<file path="config.mk">
export PLATFORM = sky130hd
export DESIGN_NAME = testbasic9_source_flat
export DESIGN_NICKNAME = d
export VERILOG_FILES = /design/src/rtl/testbasic9_source_pkg.sv /design/src/rtl/testbasic9_source_if.sv /design/src/rtl/testbasic9_source_add.sv /design/src/rtl/testbasic9_source.sv /design/src/flat_wrapper.sv
export SDC_FILE = /design/constraint.sdc
export NUM_CORES = 1
export LEC_CHECK = 0
export ABC_AREA = 1
export BUFFER_PORTS_ARGS = -buffer_cell sky130_fd_sc_hd__buf_2
export CORE_MARGIN = 2
export CORE_UTILIZATION = 55
export CTS_CLUSTER_DIAMETER = 100
export DETAILED_ROUTE_END_ITERATION = 6
export HOLD_SLACK_MARGIN = 0.15
export PLACE_DENSITY = 0.9
export SYNTH_ARGS = -nofsm -noshare
export SYNTH_HDL_FRONTEND = slang
export SYNTH_SLANG_ARGS = --single-unit
</file>
<file path="constraint.sdc">
create_clock -name clk -period 2.3 [get_ports clk]
set_clock_uncertainty 0.05 [all_clocks]
set_input_delay 0.23 -clock clk [delete_from_list [all_inputs] [get_ports clk]]
set_output_delay 0.23 -clock clk [all_outputs]
set_load 0.02 [all_outputs]
</file>
<file path="src/rtl/testbasic9_source_pkg.sv">
// Shared types and constants for the TestBasic9 source block.
//   TestBasic9Source_SECTIONS : FSM state encoding (READ_S, WRITE_S)
//   SAT_MAX / SAT_MIN         : clamp limits used when the adder saturates
package testbasic9_source_types;
  typedef enum logic {READ_S = 1'b0, WRITE_S = 1'b1} TestBasic9Source_SECTIONS;
  localparam logic signed [31:0] SAT_MAX = 32'sh7FFF_FFFF;
  localparam logic signed [31:0] SAT_MIN = 32'sh8000_0000;
endpackage

</file>
<file path="src/rtl/testbasic9_source_if.sv">
// Handshake bundle between testbasic9_source, its producer and its consumer.
//   a_in / a_in_sync / a_in_notify    : blocking input port (data, valid, ready)
//   b_out / b_out_sync / b_out_notify : blocking output port (data, ready, valid)
//   m_out                             : running transfer tally
// modport master : seen by the source block (drives notify, b_out, m_out)
// modport slave  : seen by the surrounding producer/consumer
interface testbasic9_source_if;
  logic signed [31:0] a_in;
  logic               a_in_sync;
  logic               a_in_notify;
  logic signed [31:0] b_out;
  logic               b_out_sync;
  logic               b_out_notify;
  logic        [31:0] m_out;

  modport master (
    input  a_in, a_in_sync, b_out_sync,
    output a_in_notify, b_out, b_out_notify, m_out
  );
  modport slave (
    output a_in, a_in_sync, b_out_sync,
    input  a_in_notify, b_out, b_out_notify, m_out
  );
endinterface

</file>
<file path="src/rtl/testbasic9_source_add.sv">
// Combinational signed 32-bit adder for the accumulator.
//   a, b : signed operands
//   sum  : a + b, wrapping by default
// Macro TESTBASIC9_SOURCE_SAT_EN: clamp to SAT_MAX / SAT_MIN on overflow.
module testbasic9_source_add
  import testbasic9_source_types::*;
(
  input  logic signed [31:0] a,
  input  logic signed [31:0] b,
  output logic signed [31:0] sum
);
  logic signed [31:0] w_raw;

  assign w_raw = a + b;

`ifdef TESTBASIC9_SOURCE_SAT_EN
  // Overflow only when both operands share a sign the result does not.
  logic w_ovf;
  assign w_ovf = (a[31] == b[31]) && (w_raw[31] != a[31]);
  always_comb begin
    sum = w_raw;
    if (w_ovf) sum = a[31] ? SAT_MIN : SAT_MAX;
  end
`else
  assign sum = w_raw;
`endif
endmodule

</file>
<file path="src/rtl/testbasic9_source.sv">
// Upstream producer for TestBasic9: accumulates a_in samples and offers each
// new accumulator value on b_out; m_out counts completed b_out transfers.
//   clk, rst : clock, synchronous active-high reset
//   bus      : testbasic9_source_if.master (a_in/b_out handshakes, m_out)
// Parameters: INIT_VAL (accumulator reset/restart), STEP (m_out increment).
// Macro TESTBASIC9_SOURCE_SAT_EN selects a saturating accumulator add.
module testbasic9_source
  import testbasic9_source_types::*;
#(
  parameter logic signed [31:0] INIT_VAL = 32'sd1337,
  parameter logic        [31:0] STEP     = 32'd1
) (
  input  logic                       clk,
  input  logic                       rst,
  testbasic9_source_if.master        bus
);
  TestBasic9Source_SECTIONS r_state, w_state;
  logic signed [31:0] r_acc, w_acc;
  logic signed [31:0] r_b_out, w_b_out;
  logic        [31:0] r_m_out, w_m_out;
  logic               r_a_notify, w_a_notify;
  logic               r_b_notify, w_b_notify;

  logic               w_a_xfer, w_b_xfer;
  logic signed [31:0] w_sum, w_next;

  // Notify is registered, so sync only ever affects next-cycle state.
  assign w_a_xfer = r_a_notify & bus.a_in_sync;
  assign w_b_xfer = r_b_notify & bus.b_out_sync;

  testbasic9_source_add u_add (
    .a   (r_acc),
    .b   (bus.a_in),
    .sum (w_sum)
  );

  // A zero sample restarts the accumulator instead of adding.
  assign w_next = (bus.a_in == 32'sd0) ? INIT_VAL : w_sum;

  always_ff @(posedge clk) begin
    if (rst) begin
      r_state    <= READ_S;
      r_acc      <= INIT_VAL;
      r_b_out    <= '0;
      r_m_out    <= '0;
      r_a_notify <= 1'b1;
      r_b_notify <= 1'b0;
    end else begin
      r_state    <= w_state;
      r_acc      <= w_acc;
      r_b_out    <= w_b_out;
      r_m_out    <= w_m_out;
      r_a_notify <= w_a_notify;
      r_b_notify <= w_b_notify;
    end
  end

  always_comb begin
    w_state    = r_state;
    w_acc      = r_acc;
    w_b_out    = r_b_out;
    w_m_out    = r_m_out;
    w_a_notify = r_a_notify;
    w_b_notify = r_b_notify;
    case (r_state)
      READ_S: begin
        if (w_a_xfer) begin
          w_acc      = w_next;
          w_b_out    = w_next;
          w_a_notify = 1'b0;
          w_b_notify = 1'b1;
          w_state    = WRITE_S;
        end
      end
      WRITE_S: begin
        if (w_b_xfer) begin
          w_b_notify = 1'b0;
          w_a_notify = 1'b1;
          w_m_out    = r_m_out + STEP;
          w_state    = READ_S;
        end
      end
      default: w_state = READ_S;
    endcase
  end

  assign bus.a_in_notify  = r_a_notify;
  assign bus.b_out_notify = r_b_notify;
  assign bus.b_out        = r_b_out;
  assign bus.m_out        = r_m_out;
endmodule
</file>
<file path="src/flat_wrapper.sv">
// flat-port wrapper written by rule: the top's interface ports become plain ports
module testbasic9_source_flat import testbasic9_source_types::*;
#(
  parameter logic signed [31:0] INIT_VAL = 32'sd1337,
  parameter logic        [31:0] STEP     = 32'd1
)
  (clk, rst, bus_a_in, bus_a_in_sync, bus_b_out_sync, bus_a_in_notify, bus_b_out, bus_b_out_notify, bus_m_out);
  testbasic9_source_if bus_i ();
  input  logic clk;
  input  logic rst;
  input wire logic [$bits(bus_i.a_in)-1:0] bus_a_in;
  input wire logic [$bits(bus_i.a_in_sync)-1:0] bus_a_in_sync;
  input wire logic [$bits(bus_i.b_out_sync)-1:0] bus_b_out_sync;
  output wire logic [$bits(bus_i.a_in_notify)-1:0] bus_a_in_notify;
  output wire logic [$bits(bus_i.b_out)-1:0] bus_b_out;
  output wire logic [$bits(bus_i.b_out_notify)-1:0] bus_b_out_notify;
  output wire logic [$bits(bus_i.m_out)-1:0] bus_m_out;
  assign bus_i.a_in = bus_a_in;
  assign bus_i.a_in_sync = bus_a_in_sync;
  assign bus_i.b_out_sync = bus_b_out_sync;
  assign bus_a_in_notify = bus_i.a_in_notify;
  assign bus_b_out = bus_i.b_out;
  assign bus_b_out_notify = bus_i.b_out_notify;
  assign bus_m_out = bus_i.m_out;
  testbasic9_source #(.INIT_VAL(INIT_VAL), .STEP(STEP)) u_core (.clk(clk), .rst(rst), .bus(bus_i));
endmodule
</file>
==> results of run 1 <==
## worst paths after layout
path         cells after the start                             start  slack [ps]                                  end
min                              3                    bus_b_out_sync         230  u_core.bus.a_in_notify$_SDFFE_PP1P_
max                              9      u_core.r_acc[0]$_SDFFE_PP1P_         150    u_core.bus.b_out[12]$_SDFFE_PP0P_
max reg2reg                      9      u_core.r_acc[0]$_SDFFE_PP1P_         150    u_core.bus.b_out[12]$_SDFFE_PP0P_
min reg2reg                      2  u_core.bus.b_out[0]$_SDFFE_PP0P_         420     u_core.bus.b_out[0]$_SDFFE_PP0P_
## what timing repair did
action	4_1_cts	5_1_grt
hold buffers	1	0
resized for setup	0	1
endpoints found under the setup margin	0	2
endpoints found under the hold margin	1	0
## area by class of cell
type | count | area (um^2)
clock buffer | 9 | 124
fill | 984 | 3790
clock inverter | 6 | 67.6
tap | 136 | 170
inverter | 155 | 582
timing repair buffer | 108 | 561
multi-input combinational | 710 | 3520
sequential | 73 | 1460
## power groups by stage
stage	Combinational (uW)	Sequential, uW	Clock [uW]
2_1_floorplan	923	1450	0
3_3_place_gp	1180	1440	0
3_5_place_dp	1200	1450	0
4_1_cts	1210	1420	1020
5_1_grt	1380	1430	1070
6_report	1240	1420	1020
## through the flow
stage               util (%)  hold slack (ps)  total power (uW)  instances
floorplan                  -              368              2370        978
global placement        61.2              400              2620       1181
detailed placement      61.2              411              2640       1181
CTS                     63.1              225              3650       1197
global route            63.1              238              3880       1197
finish                  63.1              229              3670       1197
## per-layer routing
metal,GRT usage (%),routed length (um),vias to the layer above
met2,49.1,7260,279
met1,35.2,6600,2696
li1,-,-,3202
met4,13.2,631,0
met3,5.59,1450,53
met5,0,0,-
## flip-flops by register name, indices dropped and copies added (netlist names)
register                 count
u_core.r_acc                 7
u_core.bus.b_out_notify      1
u_core.bus.m_out            32
u_core.bus.b_out            31
u_core.bus.a_in_notify       1
u_core.r_state               1
## cell usage in the layout (no fill, tap or decap), types with 2 or more instances in the layout
master / synthesis / routed
o21ai_0: 15 / 15
nand3_1: 57 / 57
nand2_2: 2 / 3
nand3b_1: 7 / 7
dfxtp_1: 73 / 73
nand2_1: 331 / 330
buf_2: 4 / 101
nand3_2: 2 / 2
clkbuf_8: 0 / 9
o21ai_1: 15 / 15
xor2_1: 11 / 11
inv_1: 148 / 148
a21oi_1: 86 / 86
nor2_1: 93 / 93
nand4_1: 7 / 7
xnor2_1: 4 / 4
nor3_1: 19 / 19
inv_2: 7 / 7
nor3_2: 2 / 2
clkinvlp_4: 0 / 2
nor2_4: 5 / 5
a21o_1: 4 / 4
nand2_4: 2 / 2
o21a_1: 2 / 2
ha_1: 32 / 32
buf_4: 26 / 6
nor2_8: 2 / 2
o21bai_1: 3 / 3
## cells by family (layout without fill, tap and decap cells)
kind of cell	Yosys count	in the layout	synth area share, %
AO/OA/AOI/OAI	126	126	11.2
XOR/XNOR	15	15	2.26
adder cells (fa/ha/maj)	33	33	7.23
buffers and inverters	195	278	14.3
flip-flops	73	73	25.1
AND/OR/NAND/NOR	536	536	39.8
## worst max-delay path: stages (launching register included)
cell     delay [ps]
dfxtp_1         340
ha_1            230
inv_1            70
fa_1            390
o21ai_1         290
nand2_1          90
nand3_1         160
o21ai_1         110
a21o_1          210
a21oi_1         130
==> flow_summary.json, run 1 <==
{
  "rsz0062_at_grt": "no",
  "drt_iter0_drc": 434,
  "async_flop_share_pct": 0,
  "required_ps": 2520,
  "yosys-top-cells-count": "331 x nand2_1, 148 x inv_1, 93 x nor2_1",
  "cts-htree-levels": 3,
  "viasPerCell": 5.20,
  "peakVddDrop_mv": 0.349,
  "areaGrowthSynthToFinish_pct": 11.5,
  "portBuffers": 101,
  "seqPwrFrac_pct": 38.6,
  "max-cap-violations": 0,
  "yosysMostFrequentCell": "nand2_1",
  "period_share_pct": 93.3,
  "die_h_um": 107,
  "post_cts_buffers": 0,
  "stdcell_area_um2": 6490,
  "intPower_uw": 2260,
  "first_pass_iters": 5,
  "drv_slew": 0,
  "max_freq_mhz": 466,
  "drive_gt1_share_pct": 14.1,
  "ys_seq_area_share_pct": 25.1,
  "synth_edf_count": 0,
  "synth.area.top_cells": "dfxtp_1 25%, nand2_1 21%, inv_1 9.5%",
  "start_util_pct": 56.6,
  "p_leak_uw": 0.00346,
  "yosys_warnings": 0,
  "worstSetupPathType": "flip-flop to flip-flop",
  "gr-total-overflow": 0,
  "critPathCaptureType": "flip-flop",
  "ys_types": 37,
  "final-setup-viol-count": 0,
  "hold_viol": 0,
  "comb_power_share_pct": 33.7,
  "root_buffer": "clkbuf_8",
  "ant_nets": 0,
  "numClockSinks": 73,
  "switching_share_pct": 38.5,
  "core_um2": 10300,
  "antenna_found_initial": 0,
  "totalWireLength_mm": 15.9,
  "num_vias": 6230,
  "cts_max_path_buffers": 2,
  "wl_per_cell_um": 13.3,
  "arrival_ps": 2370,
  "cellPowerDensity_nw_per_um2": 566,
  "gp_congestion": 1.01,
  "drcViolationCount": 0,
  "die_x_um": 107,
  "clk_latency_ps": 360,
  "syn_area_um2": 5820,
  "cts_buffers": 9,
  "diodes": 0,
  "post-place-ws_ps": 183,
  "path_max_fanout": 4,
  "hp-class": "primary input to flip-flop",
  "synth_cells": 978,
  "relSlewSlack_pct": 58.0,
  "hpwl_mm": 12.2,
  "status": "complete, no violations",
  "rows": 37,
  "dieArea_um2": 11400,
  "finalSetupTns_ps": 0,
  "gr-usage-all-layers_pct": 28.9,
  "synth_top_area_share_pct": 25.1,
  "avgSynthCellArea_um2": 5.95,
  "syn_nets": 1047,
  "grt_max_degree": 56,
  "ys_ff_latch": 73,
  "ios": 102,
  "place_area_um2": 6290,
  "max_slew.worst_pin.slew_ps": 630,
  "synth_top_flop_cell": "dfxtp_1",
  "period_needed_ps": 2150,
  "yosysTopAreaCell": "dfxtp_1",
  "clock_power_share_pct": 27.6,
  "layout.nets": 1126,
  "setup_ws_ps": 154,
  "cp-start-kind": "flip-flop",
  "cts_tree": "done",
  "path_clk_slew_ps": 80,
  "grt_pass1_vias": 5933,
  "switching_power_uw": 1410,
  "grt_pass1_wl_mm": 26.5
}
Note: power is estimated with default switching activity, not from simulation.
==> run 2: changes to the inputs <==
Settings changed: GPL_TIMING_DRIVEN set to 0, HOLD_SLACK_MARGIN 0.15 to not set.
==> run 2 against run 1 <==
Total power up 4.8%. First-iteration DRC count decreased by 9.9%. Sequential power about the same. Routed wire length up 1.6%. Global-route usage hardly changed. Critical path depth is 2 higher. Utilization rose by 2.2 points. Sequential cell count did not move. Largest cell class unchanged. Sequential share of layout area shrank 0.74 points. Register-to-register slack hardly changed.
==> flow_summary.json, run 2 (same netlist as run 1, synthesis figures left out) <==
{
  "status": "complete, no violations",
  "viasPerCell": 5.18,
  "hold_viol": 0,
  "path_cells": "ha_2 > inv_1 > fa_1 > o21ai_2 > nand2_1 > nand2_1 > nand2_1 > nand3_1 > nand2_1 > nand3_1 > a21oi_1",
  "required_ps": 2490,
  "setup_ws_ps": 148,
  "final_cell_mix": "330 x nand2_1, 147 x inv_1, 105 x buf_2",
  "worstSetupPathType": "flip-flop to flip-flop",
  "cp-start-kind": "flip-flop",
  "cts_resized": 0,
  "drcViolationCount": 0,
  "largest_reg_flops": 32,
  "finalSetupTns_ps": 0,
  "root_buffer": "clkbuf_8",
  "critPathCaptureType": "flip-flop",
  "cts_tree": "done",
  "drv_slew": 0,
  "grt_pass1_vias": 5917,
  "max_stage_delay_ps": 430,
  "postCtsHoldBufs": 0,
  "cts-htree-levels": 3,
  "layout_commonest_cell": "nand2_1",
  "relSlewSlack_pct": 61.0,
  "cts_buffers": 9,
  "cts_max_path_buffers": 2,
  "gr-usage-all-layers_pct": 28.9,
  "hpwl_mm": 12.9,
  "final-setup-viol-count": 0,
  "max-cap-violations": 0,
  "gr-total-overflow": 0,
  "hp-class": "primary input to flip-flop",
  "antenna_found_initial": 0,
  "diodes": 0,
  "rsz0062_at_grt": "no",
  "grt_pass1_wl_mm": 26.4,
  "die_x_um": 107,
  "drive_gt1_share_pct": 16.3,
  "arrival_ps": 2340,
  "first_pass_iters": 5,
  "numClockSinks": 73,
  "path_max_fanout": 3,
  "areaGrowthSynthToFinish_pct": 15.4,
  "period_needed_ps": 2150,
  "die_h_um": 107,
  "portBuffers": 101,
  "dieArea_um2": 11400,
  "ios": 102,
  "num_vias": 6372,
  "post-place-ws_ps": 93.4,
  "p_leak_uw": 0.00359,
  "max_freq_mhz": 465,
  "start_util_pct": 56.6,
  "nFillCells": 1012,
  "grt_max_degree": 16,
  "post_cts_buffers": 0,
  "drt_iter0_drc": 391,
  "rows": 37,
  "cellPowerDensity_nw_per_um2": 573,
  "totalWireLength_mm": 16.2,
  "max_slew.worst_pin.slew_ps": 585,
  "wl_per_cell_um": 13.2,
  "crit_path_frequent_cell": "nand2_1",
  "peakVddDrop_mv": 0.309,
  "period_share_pct": 93.6,
  "clk_latency_ps": 370,
  "layout.nets": 1159,
  "cpMaxStageDelayCell": "fa_1",
  "core_um2": 10300,
  "gp_congestion": 0.970,
  "ant_nets": 0,
  "path_clk_slew_ps": 90
}
run 2: cell types whose count changed in the layout (fill, tap and decap cells not counted), sizes merged:
cell         previous run  this run
clkbuf                  9        17
dlygate4sd3             1         0
inv                   156       159
buf                   107       133
clkinv                  2         0
run 2: layout make-up:
| cell class | instances | area [um^2] | area share, % |
|---|---|---|---|
| Inverter | 155 | 582 | 8.67 |
| Buffer | 40 | 253 | 3.77 |
| Tap cell | 136 | 170 | 2.54 |
| Multi-Input combinational cell | 710 | 3530 | 52.6 |
| Clock buffer | 9 | 124 | 1.85 |
| Timing Repair Buffer | 101 | 505 | 7.53 |
| Sequential cell | 73 | 1460 | 21.8 |
| Clock inverter | 7 | 85.1 | 1.27 |
run 2: through the flow:
stage                     utilization, %  area, um^2  std cells  total power, uW  hold slack, ps
after floorplan                        -        5820        978             2370             368
after global placement              63.2        6490       1215             2690             403
after detailed placement            63.2        6490       1215             2720             409
after CTS                           65.2        6700       1231             3820             125
after global routing                65.3        6710       1231             4060             145
final                               65.3        6710       1231             3850             135
run 2: critical path: cells and delay by family, from the launching register on:
kind / cells / cell delay (ps)
adder cells (fa/ha/maj): 2 / 660
flip-flops: 1 / 350
AO/OA/AOI/OAI: 2 / 310
buffers and inverters: 1 / 70
AND/OR/NAND/NOR: 6 / 590
run 2: power breakdown:
part           internal [uW]  switching (uW)
Clock                    524             596
Sequential              1350            70.1
Combinational            467             845
Total                   2340            1510
run 2: layer usage:
layer / GRT usage (%) / up-vias / wire [um]
met5: 0 / - / 0
met4: 13.4 / 0 / 590
met3: 4.44 / 51 / 1400
met2: 49.0 / 260 / 7430
met1: 36.0 / 2792 / 6780
li1: - / 3269 / -
run 2: path summary, 6_finish.rpt:
kind,start,endpoint,slack (ps),depth (start not counted)
max reg2reg,u_core.r_acc[0]$_SDFFE_PP1P_,u_core.bus.b_out[24]$_SDFFE_PP0P_,150,11
max,u_core.r_acc[0]$_SDFFE_PP1P_,u_core.bus.b_out[24]$_SDFFE_PP0P_,150,11
min reg2reg,u_core.bus.b_out[0]$_SDFFE_PP0P_,u_core.bus.b_out[0]$_SDFFE_PP0P_,420,2
min,bus_a_in_sync,u_core.r_state$_SDFF_PP0_,140,3
